==> src/rtl/jump_autopilot.sv <==
// Autopilot for the dinosaur game: counts obstacle pixels in a lookahead window
// and pulses block_controller's up input. Define AUTOSTART_EN to also start the game from INI.
module jump_autopilot #(
    parameter int          LOOK_X0         = 240,
    parameter int          LOOK_X1         = 300,
    parameter int          LOOK_Y0         = 480,
    parameter int          LOOK_Y1         = 515,
    parameter logic [11:0] BG_COLOR        = 12'hFFF,
    parameter int          HIT_THRESH      = 4,
    parameter int          PULSE_CYC       = 2,
    parameter int          COOLDOWN_FRAMES = 20
) (
    input  logic        clk,
    input  logic        rst,
    input  logic        enable,
    input  logic        bright,
    input  logic [9:0]  hCount,
    input  logic [9:0]  vCount,
    input  logic [11:0] rgb,
    input  logic [3:0]  state,
    output logic [1:0]  up,
    output logic [15:0] jump_count,
    output logic        busy,
    output logic [2:0]  fsm_state
);

    typedef enum logic [2:0] {
        S_IDLE  = 3'd0,
        S_SCAN  = 3'd1,
        S_FIRE  = 3'd2,
        S_COOL  = 3'd3,
        S_START = 3'd4
    } fsm_t;

    fsm_t        state_q, state_d;
    logic [19:0] hv_q;
    logic [7:0]  pix_q, pix_d;
    logic [7:0]  pulse_q, pulse_d;
    logic [7:0]  cd_q, cd_d;
    logic [1:0]  up_q, up_d;
    logic [15:0] jc_q, jc_d;
    logic        busy_q, busy_d;

    logic strobe, frame_start, in_win, hit, play, pulse_done;

    // A pixel is seen once, however many clk cycles the VGA timing holds it.
    assign strobe      = ({hCount, vCount} != hv_q);
    assign frame_start = strobe && (hCount == 10'd0) && (vCount == 10'd0);
    assign in_win      = (int'(hCount) >= LOOK_X0) && (int'(hCount) < LOOK_X1) &&
                         (int'(vCount) >= LOOK_Y0) && (int'(vCount) < LOOK_Y1);
    assign hit         = strobe && bright && in_win && (rgb != BG_COLOR);
    assign play        = enable && (state == 4'd2);
    assign pulse_done  = (pulse_q == 8'(PULSE_CYC - 1));

`ifdef AUTOSTART_EN
    logic [1:0] ini_cnt_q, ini_cnt_d;
    logic       started_q, started_d;
    logic       ini_cond, start_go;

    assign ini_cond = enable && (state == 4'd1);
    assign start_go = ini_cond && !started_q && frame_start && (ini_cnt_q == 2'd1);
`endif

    always_ff @(posedge clk or negedge rst) begin
        if (!rst) begin
            state_q <= S_IDLE;
            hv_q    <= '0;
            pix_q   <= '0;
            pulse_q <= '0;
            cd_q    <= '0;
            up_q    <= '0;
            jc_q    <= '0;
            busy_q  <= 1'b0;
`ifdef AUTOSTART_EN
            ini_cnt_q <= '0;
            started_q <= 1'b0;
`endif
        end else begin
            state_q <= state_d;
            hv_q    <= {hCount, vCount};
            pix_q   <= pix_d;
            pulse_q <= pulse_d;
            cd_q    <= cd_d;
            up_q    <= up_d;
            jc_q    <= jc_d;
            busy_q  <= busy_d;
`ifdef AUTOSTART_EN
            ini_cnt_q <= ini_cnt_d;
            started_q <= started_d;
`endif
        end
    end

    always_comb begin
        state_d = state_q;
        case (state_q)
            S_IDLE: begin
                if (play) state_d = S_SCAN;
`ifdef AUTOSTART_EN
                else if (start_go) state_d = S_START;
`endif
            end
            S_SCAN: if (frame_start && (pix_q >= 8'(HIT_THRESH))) state_d = S_FIRE;
            S_FIRE: if (pulse_done) state_d = S_COOL;
            S_COOL: if (frame_start && (cd_q == 8'(COOLDOWN_FRAMES - 1))) state_d = S_SCAN;
`ifdef AUTOSTART_EN
            S_START: if (pulse_done || !ini_cond) state_d = S_IDLE;
`endif
            default: state_d = S_IDLE;
        endcase
        // Leaving PLAY or disabling aborts whatever the game-play states were doing.
        if (!play && (state_q inside {S_SCAN, S_FIRE, S_COOL})) state_d = S_IDLE;
    end

    always_comb begin
        up_d   = {1'b0, (state_d == S_FIRE) || (state_d == S_START)};
        busy_d = (state_d == S_FIRE) || (state_d == S_COOL);
        jc_d   = jc_q;
        if ((state_d == S_FIRE) && (state_q != S_FIRE) && (jc_q != 16'hFFFF)) jc_d = jc_q + 16'd1;

        pulse_d = '0;
        if (((state_q == S_FIRE) || (state_q == S_START)) && (state_d == state_q)) pulse_d = pulse_q + 8'd1;

        cd_d = '0;
        if ((state_q == S_COOL) && (state_d == S_COOL)) cd_d = cd_q + {7'd0, frame_start};

        pix_d = pix_q;
        if (frame_start || ((state_d == S_SCAN) && (state_q != S_SCAN))) pix_d = '0;
        else if ((state_q == S_SCAN) && hit && (pix_q != 8'hFF)) pix_d = pix_q + 8'd1;

`ifdef AUTOSTART_EN
        ini_cnt_d = ini_cnt_q;
        if (!ini_cond || started_q || (state_q != S_IDLE)) ini_cnt_d = '0;
        else if (frame_start && (ini_cnt_q != 2'd3)) ini_cnt_d = ini_cnt_q + 2'd1;
        started_d = started_q;
        if (state != 4'd1) started_d = 1'b0;
        else if (state_q == S_START) started_d = 1'b1;
`endif
    end

    assign up         = up_q;
    assign jump_count = jc_q;
    assign busy       = busy_q;
    assign fsm_state  = state_q;

endmodule
==> config.mk <==
export PLATFORM = sky130hd
export DESIGN_NAME = jump_autopilot
export DESIGN_NICKNAME = d
export VERILOG_FILES = /design/src/rtl/jump_autopilot.sv
export SDC_FILE = /design/constraint.sdc
export NUM_CORES = 1
export LEC_CHECK = 0
export ABC_CLOCK_PERIOD_IN_PS = 6250
export CAP_MARGIN = 0
export CORE_UTILIZATION = 55
export DETAILED_ROUTE_END_ITERATION = 10
export PLACE_DENSITY = 0.84
export SYNTH_ARGS = -nofsm -noshare
export SYNTH_HDL_FRONTEND = slang
export SYNTH_SLANG_ARGS = --single-unit
export TNS_END_PERCENT = 1
==> constraint.sdc <==
create_clock -name clk -period 6.25 [get_ports clk]
set_input_delay 1.25 -clock clk [delete_from_list [all_inputs] [get_ports clk]]
set_output_delay 1.25 -clock clk [all_outputs]
set_load 0.02 [all_outputs]
# Word-level counts from Yosys, hierarchy flattened
# Index checks and enable logic that the tools add are counted.
# classes
add_sub_neg	4
multipliers	0
div	0
order_cmp	5
eq_ne	18
n_shift	0
muxes	10
bitwise_logic	0
n_reduce_logical	29
# ops
operator	count
2-to-1 mux 8 bit	4
zero test 10 bit	2
inequality test 20 bit	1
logical AND 1 bit	19
adder 16 x 1 -> 16 bit, second input constant	1
adder 8 x 1 -> 8 bit, second input constant	2
inequality test 16 bit, second input constant	1
2-to-1 mux 3 bit	5
equality test 3 x 2 -> 1 bit, second input constant	4
inequality test 12 bit, second input constant	1
case mux 3 bit (4 select lines)	1
greater-or-equal comparator 10 x 8 -> 1 bit, second input constant	1
greater-or-equal comparator 10 x 9 -> 1 bit, second input constant	1
< comparator 10 bit, second input constant	1
< comparator 10 x 9 -> 1 bit, second input constant	1
adder 8 x 1 -> 8 bit	1
equality test 8 x 1 -> 1 bit, second input constant	1
equality test 8 x 5 -> 1 bit, second input constant	1
greater-or-equal comparator 8 x 3 -> 1 bit, second input constant	1
inequality test 8 bit, second input constant	1
equality test 3 x 1 -> 1 bit, second input constant	2
equality test 3 bit, second input constant	2
equality test 4 x 2 -> 1 bit, second input constant	1
logical OR 1 bit	4
7 further kinds	7
# word_totals
register_bits	65
latchBits	0
ramBits	0
mem_bits_ro	0
input_bits	40
n_memories	0

# Depth between registers and ports, before layout
# Gate-level depths: netlist of the first run.
# depth
word_depth	11
mapped_depth	10
depth_no_buf	10

# Worst setup path after synthesis of the first run
# OpenSTA, ideal clock, no wires.
# synth_path
path_type	input to register
from	input port state[0]
to	register jc_q[12], in the netlist jump_count[12]
setup_time_ps	125
arrival_time_ps	2943
path_slack_ps	3183
cell_stages	7
n_path_buf	0
path_cell_list	nor4b_1 nand2_1 nor2_1 nand2_1 or4_4 or3_1 mux2_2
# synth_between
elab_chain_len	8
elab_cells_between_ends	10
classes_between	eq/ne (2); mux (3); reduce/logical (5)
# synth_lines
element	line	text
start: declaration	20	input logic [3:0] state,
equality test 4 x 2 -> 1 bit (*)	52	assign play = enable && (state == 4'd2);
logical AND 1 bit (*)	52	
2-to-1 mux 3 bit or zero test 1 bit (tied branches)	98, 112	
case mux 3 bit (4 select lines) or logical AND 1 bit (tied branches)	96, 112	
2-to-1 mux 3 bit (*)	112	if (!play && (state_q inside {S_SCAN, S_FIRE, S_COOL})) state_d = S_IDLE;
equality test 3 x 2 -> 1 bit (*)	119	if ((state_d == S_FIRE) && (state_q != S_FIRE) && (jc_q != 16'hFFFF)) jc_d = jc_q + 16'd1;
logical AND 1 bit (*) (2 in a row)	119	
end signal: assignment	85	jc_q <= jc_d;
end: declaration	41	logic [15:0] jc_q, jc_d;
# Mark *: on every way between the ends. The rest lies on a longest branch, timed or not.
# A chain may end at the register's enable or synchronous reset.

# Worst setup path after layout of the first run
# layout_path
from	input port vCount[5]
to	register jc_q[15], in the netlist jump_count[15]
# layout_between
elab_chain_len	10
elab_cells_between_ends	13
classes_between	eq/ne (2); mux (4); reduce/logical (7)
# layout_lines
element	line	text
start: declaration	18	input logic [9:0] vCount,
inequality test 20 bit	47	assign strobe = ({hCount, vCount} != hv_q);
logical AND 1 bit	48	assign frame_start = strobe && (hCount == 10'd0) && (vCount == 10'd0);
logical AND 1 bit (*)	48	
logical AND 1 bit, on equally long branches	105, 103	
2-to-1 mux 3 bit, on equally long branches	105, 103	
case mux 3 bit (4 select lines) (*)	96	case (state_q)
2-to-1 mux 3 bit (*)	112	
equality test 3 x 2 -> 1 bit (*)	119	
logical AND 1 bit (*) (2 in a row)	119	
# Marked as above.

==> impl_metrics.py, run 1 <==
metrics = {
    "outcome": {
        "outcome": "finished clean",
    },
    "finish": {
        "fin_util_pct": 75.00,
        "drive_gt1_share_pct": 8.380,
        "diodes": 0,
        "finalNetCount": 400,
        "area_growth_pct": 27.74,
        "nFillCells": 390,
    },
    "global_routing": {
        "antenna_found_initial": 0,
        "grt_usage_pct": 25.25,
        "grt_pass1_vias": 2485,
        "grt_max_degree": 66,
        "overflow": 0,
        "grt_first_pass_wirelength_mm": 11.51,
    },
    "power": {
        "power_density_nw_per_um2": 212.7,
        "seq_power_share_pct": 51.7,
        "clockPowerShare_pct": 40.7,
        "p_comb_share_pct": 7.6,
        "p_sw_share_pct": 21.80,
        "vdd_drop_max_mv": 0.1745,
        "power_mw": 0.8405,
        "p_int_mw": 0.6573,
        "leakagePower_nw": 1.688,
        "power_switching_mw": 0.1832,
    },
    "clock_tree": {
        "path_clk_slew_ns": 0.07,
        "cts_buffers": 9,
        "clock-sinks": 65,
        "clock-root-buffer": "clkbuf_8",
        "cts_resized": 0,
        "cts_tree": "yes",
        "cts_hold_buf": 0,
        "clock_path_buffers": 2,
        "post_cts_buffers": 0,
        "insertion_delay_ns": 0.34,
        "cts-htree-levels": 3,
    },
    "critical_path": {
        "r2r_end": "cd_q[6]",
        "end_kind": "flip-flop",
        "path_cells": "clkdlybuf4s50_1, nor4_1, nand3_1, or2_2, nor4_4, nand3_1, xnor2_1",
        "crit_slowest_cell": "nor4_4",
        "cp_top_family": "simple AND/OR/NAND/NOR gates",
        "critical_path.max_fanout": 15,
        "cpPeakStageDelay_ns": 0.72,
        "r2r_setup_slack_ns": 3.76,
        "critPathMostFrequentCell": "nand3_1",
        "crit_arrival_ns": 3.95,
        "r2r_start": "hv_q[15]",
        "crit_type": "input pin to flip-flop",
        "required_ns": 6.47,
        "start_kind": "input pin",
        "critPathBufInv": 1,
        "reg2regPathDepth": 10,
    },
    "die": {
        "ios": 62,
        "dieWidth_um": 77.01,
        "initial_utilization_pct": 58.71,
        "die_h_um": 77.01,
        "dieArea_um2": 5930,
        "rows": 26,
        "core_um2": 5270,
    },
    "timing": {
        "finalSetupViolCount": 0,
        "hold_violations": 0,
        "post-route-period-util_pct": 59.74,
        "slew_viol_final": 0,
        "max_slew_margin_pct": 46.88,
        "max_freq_ghz": 0.2678,
        "rsz0062_at_grt": "no",
        "clock-skew-final_ns": 0.007563,
        "worstMarginPinSlew_ns": 0.7909,
        "tns_ns": 0,
        "fin_crit_ns": 3.734,
    },
    "routing": {
        "antenna_left": 0,
        "first_pass_iters": 4,
        "drt_iter0_drc": 108,
        "wirelength_mm": 6.579,
        "route.vias.total": 2417,
        "wl_per_cell_um": 15.37,
        "viasPerCell": 5.647,
        "remaining_drc_errors": 0,
    },
    "yosys": {
        "synthCells": 284,
        "async_flop_share_pct": 100.0,
        "post_synth.cell_area_avg_um2": 10.90,
        "yosys-top-cells-area": "dfrtp_1, xnor2_1, xor2_1",
        "synth_top_area_share_pct": 52.57,
        "ys_seq_area_share_pct": 52.57,
        "ys_warn_count": 0,
        "synth-edff-count": 0,
        "synth_cell_types": 42,
        "synth_top_cell_by_area": "dfrtp_1",
        "synthMostInstantiatedCell": "dfrtp_1",
        "synth_ff_type": "dfrtp_1",
        "synthTopCellsByCount": "dfrtp_1, nand3_1, xnor2_1",
        "ys_seq_elements": 65,
        "synthesis.area_um2": 3094,
    },
    "place": {
        "dpl.hpwl_mm": 4.785,
        "place_congestion": 0.8670,
        "portBuffers": 60,
    },
    "hold_path": {
        "hp-class": "flip-flop to flip-flop",
        "holdCritStartpoint": "jump_count[5]",
        "hold-path-endpoint": "jump_count[5]",
        "hold_path_depth": 1,
    },
    "job": {
        "cap_violations": 0,
    },
}
==> cell type report <==
type	count	area (um2)	share of cell area (%)
clock buffer	13	148.9	3.767
inverter	9	33.78	0.8547
sequential	65	1627	41.15
timing repair buffer	62	610.6	15.45
tap	70	87.58	2.216
clock inverter	3	40.04	1.013
multi-input combinational	206	1405	35.55
==> worst register-to-register path, cell delays in order, from the launching register on <==
cell	delay, ns
dfrtp_1	0.37
xor2_1	0.16
nor4_1	0.40
nand3_1	0.18
nor3_4	0.32
nor2_1	0.12
ha_1	0.25
ha_1	0.25
nand3_1	0.12
xor2_1	0.15
nor2_1	0.05
==> cell families (layout without fill, tap and decap cells) <==
group           after synthesis  in the layout  share of synthesized area (%)
other cells                   1              2                         0.1212
compound gates               20             20                          4.327
simple gates                126            126                          23.37
buf+inv                      14             87                          2.143
mux                           3              3                          1.051
xor+xnor                     48             48                          13.59
fa+ha+maj                     7              7                          2.830
flops                        65             65                          52.57
==> routing by layer <==
metal  part of all wire (%)  routed length [um]  track usage [%]
met5                      0                   0                0
met4                    3.2                 210            14.34
met3                    4.2                 278            4.286
met2                     48                3160            39.82
met1                     45                2929            33.07
==> power groups by stage <==
stage | Sequential (mW) | Clock [mW] | Combinational (mW)
final | 0.434 | 0.342 | 0.0636
after global routing | 0.435 | 0.365 | 0.0706
after CTS | 0.435 | 0.349 | 0.0645
after detailed placement | 0.442 | 0 | 0.0637
after global placement | 0.442 | 0 | 0.0629
after floorplan | 0.442 | 0 | 0.0195
==> through the flow <==
step / instance area, um2 / instances / worst slack [ns] / hold slack, ns
2_1_floorplan: 3098 / 285 / 3.183 / 0.4960
3_3_place_gp: 3764 / 412 / 2.305 / 0.4785
3_5_place_dp: 3764 / 412 / 2.251 / 0.4797
4_1_cts: 3953 / 428 / 2.496 / 0.4916
5_1_grt: 3953 / 428 / 2.274 / 0.5438
6_report: 3953 / 428 / 2.516 / 0.4936
==> placed cells by master (no fill, tap or decap), drive strengths merged <==
| cell | synthesis | final |
|---|---|---|
| a21oi | 7 | 7 |
| a221oi | 1 | 1 |
| a2bb2oi | 1 | 1 |
| a41o | 1 | 1 |
| a41oi | 1 | 1 |
| and2 | 1 | 1 |
| and2b | 1 | 1 |
| and3 | 11 | 11 |
| and4b | 1 | 1 |
| buf | 4 | 3 |
| bufinv | 0 | 1 |
| clkbuf | 1 | 13 |
| clkdlybuf4s50 | 0 | 59 |
| clkinv | 0 | 2 |
| conb | 1 | 2 |
| dfrtp | 65 | 65 |
| ha | 7 | 7 |
| inv | 9 | 9 |
| mux2 | 2 | 2 |
| mux2i | 1 | 1 |
| nand2 | 17 | 17 |
| nand2b | 1 | 1 |
| nand3 | 27 | 27 |
| nand4 | 10 | 10 |
| nand4b | 1 | 1 |
| nor2 | 19 | 19 |
| nor3 | 7 | 7 |
| nor3b | 2 | 2 |
| nor4 | 14 | 14 |
| nor4b | 1 | 1 |
| o21ai | 3 | 3 |
| o31ai | 5 | 5 |
| o41ai | 1 | 1 |
| or2 | 4 | 4 |
| or3 | 4 | 4 |
| or4 | 5 | 5 |
| xnor2 | 25 | 25 |
| xor2 | 23 | 23 |
==> registers in the layout, summed over array words and instances, names as in the netlist <==
| register | count |
|---|---|
| fsm_state | 3 |
| up | 1 |
| hv_q | 20 |
| jump_count | 16 |
| busy | 1 |
| pix_q | 8 |
| pulse_q | 8 |
| cd_q | 8 |
==> how the worst max path moves through the flow <==
| stage | from | end | slack [ns] | cells past startpoint |
|---|---|---|---|---|
| 2_1_floorplan | state[0] | jump_count[12] | 3.18 | 7 |
| 3_3_place_gp | hCount[3] | jump_count[1] | 2.30 | 7 |
| 3_5_place_dp | vCount[5] | jump_count[15] | 2.25 | 7 |
| 4_1_cts | vCount[5] | jump_count[15] | 2.50 | 7 |
| 5_1_grt | vCount[5] | jump_count[5] | 2.27 | 7 |
| 6_report | vCount[5] | jump_count[15] | 2.52 | 7 |
No activity file was read; power rests on OpenSTA's default activity.
==> run 2: changes to the inputs <==
- ABC_CLOCK_PERIOD_IN_PS: 6250 -> 3500
- CORE_UTILIZATION: 55 -> 51
- PLACE_DENSITY: 0.84 -> 0.78
- clock period: 6.25 -> 3.5 ns (I/O delays scaled with it)
==> impl_metrics.py, run 2 (same netlist as run 1, synthesis figures left out) <==
metrics = {
    "outcome": {
        "outcome": "finished with violations",
        "violations": "DRC",
    },
    "clock_tree": {
        "post_cts_buffers": 0,
        "path_clk_slew_ns": 0.07,
        "insertion_delay_ns": 0.34,
        "cts_buffers": 9,
        "cts-htree-levels": 3,
        "clock_path_buffers": 2,
        "clock-sinks": 65,
        "cts_hold_buf": 0,
        "clock-root-buffer": "clkbuf_8",
        "cts_resized": 0,
        "cts_tree": "yes",
    },
    "global_routing": {
        "grt_first_pass_wirelength_mm": 10.47,
        "grt_usage_pct": 21.93,
        "overflow": 0,
        "grt_max_degree": 66,
        "antenna_found_initial": 0,
        "grt_pass1_vias": 2228,
    },
    "finish": {
        "layout_commonest_cell": "dfrtp_1",
        "diodes": 0,
        "area_growth_pct": 29.15,
        "max_flop_register": "hv_q",
        "finalNetCount": 405,
        "largest_reg_flops": 20,
        "layout_common_cells": "dfrtp_1, clkdlybuf4s50_1, nand3_1, xnor2_1, xor2_1",
        "drive_gt1_share_pct": 9.642,
        "finish.instance_area_um2": 3996,
    },
    "critical_path": {
        "cpPeakStageDelay_ns": 0.94,
        "reg2regPathDepth": 9,
        "crit_start": "hCount[9]",
        "crit_end": "pulse_q[4]",
        "start_kind": "input pin",
        "end_kind": "flip-flop",
        "crit_arrival_ns": 3.31,
        "crit_slowest_cell": "o41ai_1",
        "r2r_setup_slack_ns": 0.94,
        "r2r_start": "hv_q[16]",
        "critical_path.max_fanout": 8,
        "path_cells": "clkdlybuf4s50_1, xor2_1, nor4_1, nand3_1, nor3_4, buf_4, o41ai_1, nand2b_1, nor2_1",
        "crit_type": "input pin to flip-flop",
        "r2r_end": "pulse_q[4]",
        "required_ns": 3.72,
    },
    "power": {
        "leakagePower_nw": 1.715,
        "vdd_drop_max_mv": 0.1960,
        "power_density_nw_per_um2": 377.0,
    },
    "routing": {
        "first_pass_iters": 7,
        "route.vias.total": 2385,
        "viasPerCell": 5.445,
        "wl_per_cell_um": 14.97,
        "remaining_drc_errors": 2,
        "antenna_left": 0,
        "drt_iter0_drc": 141,
        "wirelength_mm": 6.557,
    },
    "die": {
        "rows": 28,
        "dieWidth_um": 79.89,
        "core_um2": 5886,
        "die_h_um": 79.89,
        "initial_utilization_pct": 52.57,
        "dieArea_um2": 6382,
        "ios": 62,
    },
    "timing": {
        "max_slew_margin_pct": 28.56,
        "fin_crit_ns": 3.098,
        "hold_violations": 0,
        "tns_ns": 0,
        "rsz0062_at_grt": "no",
        "clock-skew-final_ns": 0.009105,
        "worstMarginPinSlew_ns": 1.058,
        "slew_viol_final": 0,
        "post-route-period-util_pct": 88.52,
        "finalSetupViolCount": 0,
        "setup_slack_ns": 0.4019,
        "max_freq_ghz": 0.3228,
    },
    "hold_path": {
        "hp-class": "flip-flop to flip-flop",
    },
    "place": {
        "dpl.hpwl_mm": 4.609,
        "portBuffers": 60,
        "place_congestion": 0.7830,
        "post_dp_cell_area_um2": 3807,
        "place_ws_ns": 0.1045,
    },
    "job": {
        "cap_violations": 0,
    },
}
[run 2: cell count changes in the layout (fill, tap and decap cells not counted), sizes merged]
cell	before	now
buf	3	8
[run 2: how the worst min path moves through the flow]
stage | from | end | slack [ns] | cells after the start
floorplan | rst | busy | 0.40 | 0
global placement | jump_count[9] | jump_count[9] | 0.48 | 1
detailed placement | jump_count[10] | jump_count[10] | 0.49 | 1
CTS | jump_count[10] | jump_count[10] | 0.50 | 1
global route | jump_count[10] | jump_count[10] | 0.53 | 1
finish | jump_count[10] | jump_count[10] | 0.49 | 1
[run 2: critical path, delay by kind of cell]
| kind | cells | cell delay [ns] |
|---|---|---|
| buffers and inverters | 2 | 0.77 |
| AOI/OAI and AO/OA | 1 | 0.94 |
| xor gates and xnor gates | 1 | 0.18 |
| and+or+nand+nor | 5 | 0.70 |
[run 2: area by class of cell]
| cell class | instances | area, um2 |
|---|---|---|
| Clock buffer | 13 | 148.9 |
| Sequential cell | 65 | 1627 |
| Inverter | 9 | 33.78 |
| Timing Repair Buffer | 67 | 648.1 |
| Clock inverter | 3 | 40.04 |
| Tap cell | 75 | 93.84 |
| Fill cell | 456 | 1889 |
| Multi-Input combinational cell | 206 | 1405 |
[run 2: metal layers]
metal  share of wire [%]  routed length, um  global-route usage [%]
met1                  46               2984                   30.16
met2                  48               3156                   32.82
met3                 4.6                300                   4.343
met4                 1.8                115                   11.25
met5                   0                  0                       0
[run 2: power by group]
group	total, mW	internal, mW	switching [mW]
logic	0.116	0.0625	0.0539
clock network	0.615	0.347	0.268
registers	0.776	0.767	0.00909
total	1.51	1.18	0.331
[run 2: through the flow]
| stage | total power [mW] | utilization (%) | std cells | hold slack (ns) |
|---|---|---|---|---|
| floorplan | 0.8239 | - | 285 | 0.4044 |
| global placement | 0.9039 | 64.69 | 422 | 0.4828 |
| detailed placement | 0.9063 | 64.69 | 422 | 0.4855 |
| CTS | 1.524 | 67.90 | 438 | 0.4967 |
| global route | 1.577 | 67.90 | 438 | 0.5297 |
| finish | 1.507 | 67.90 | 438 | 0.4939 |
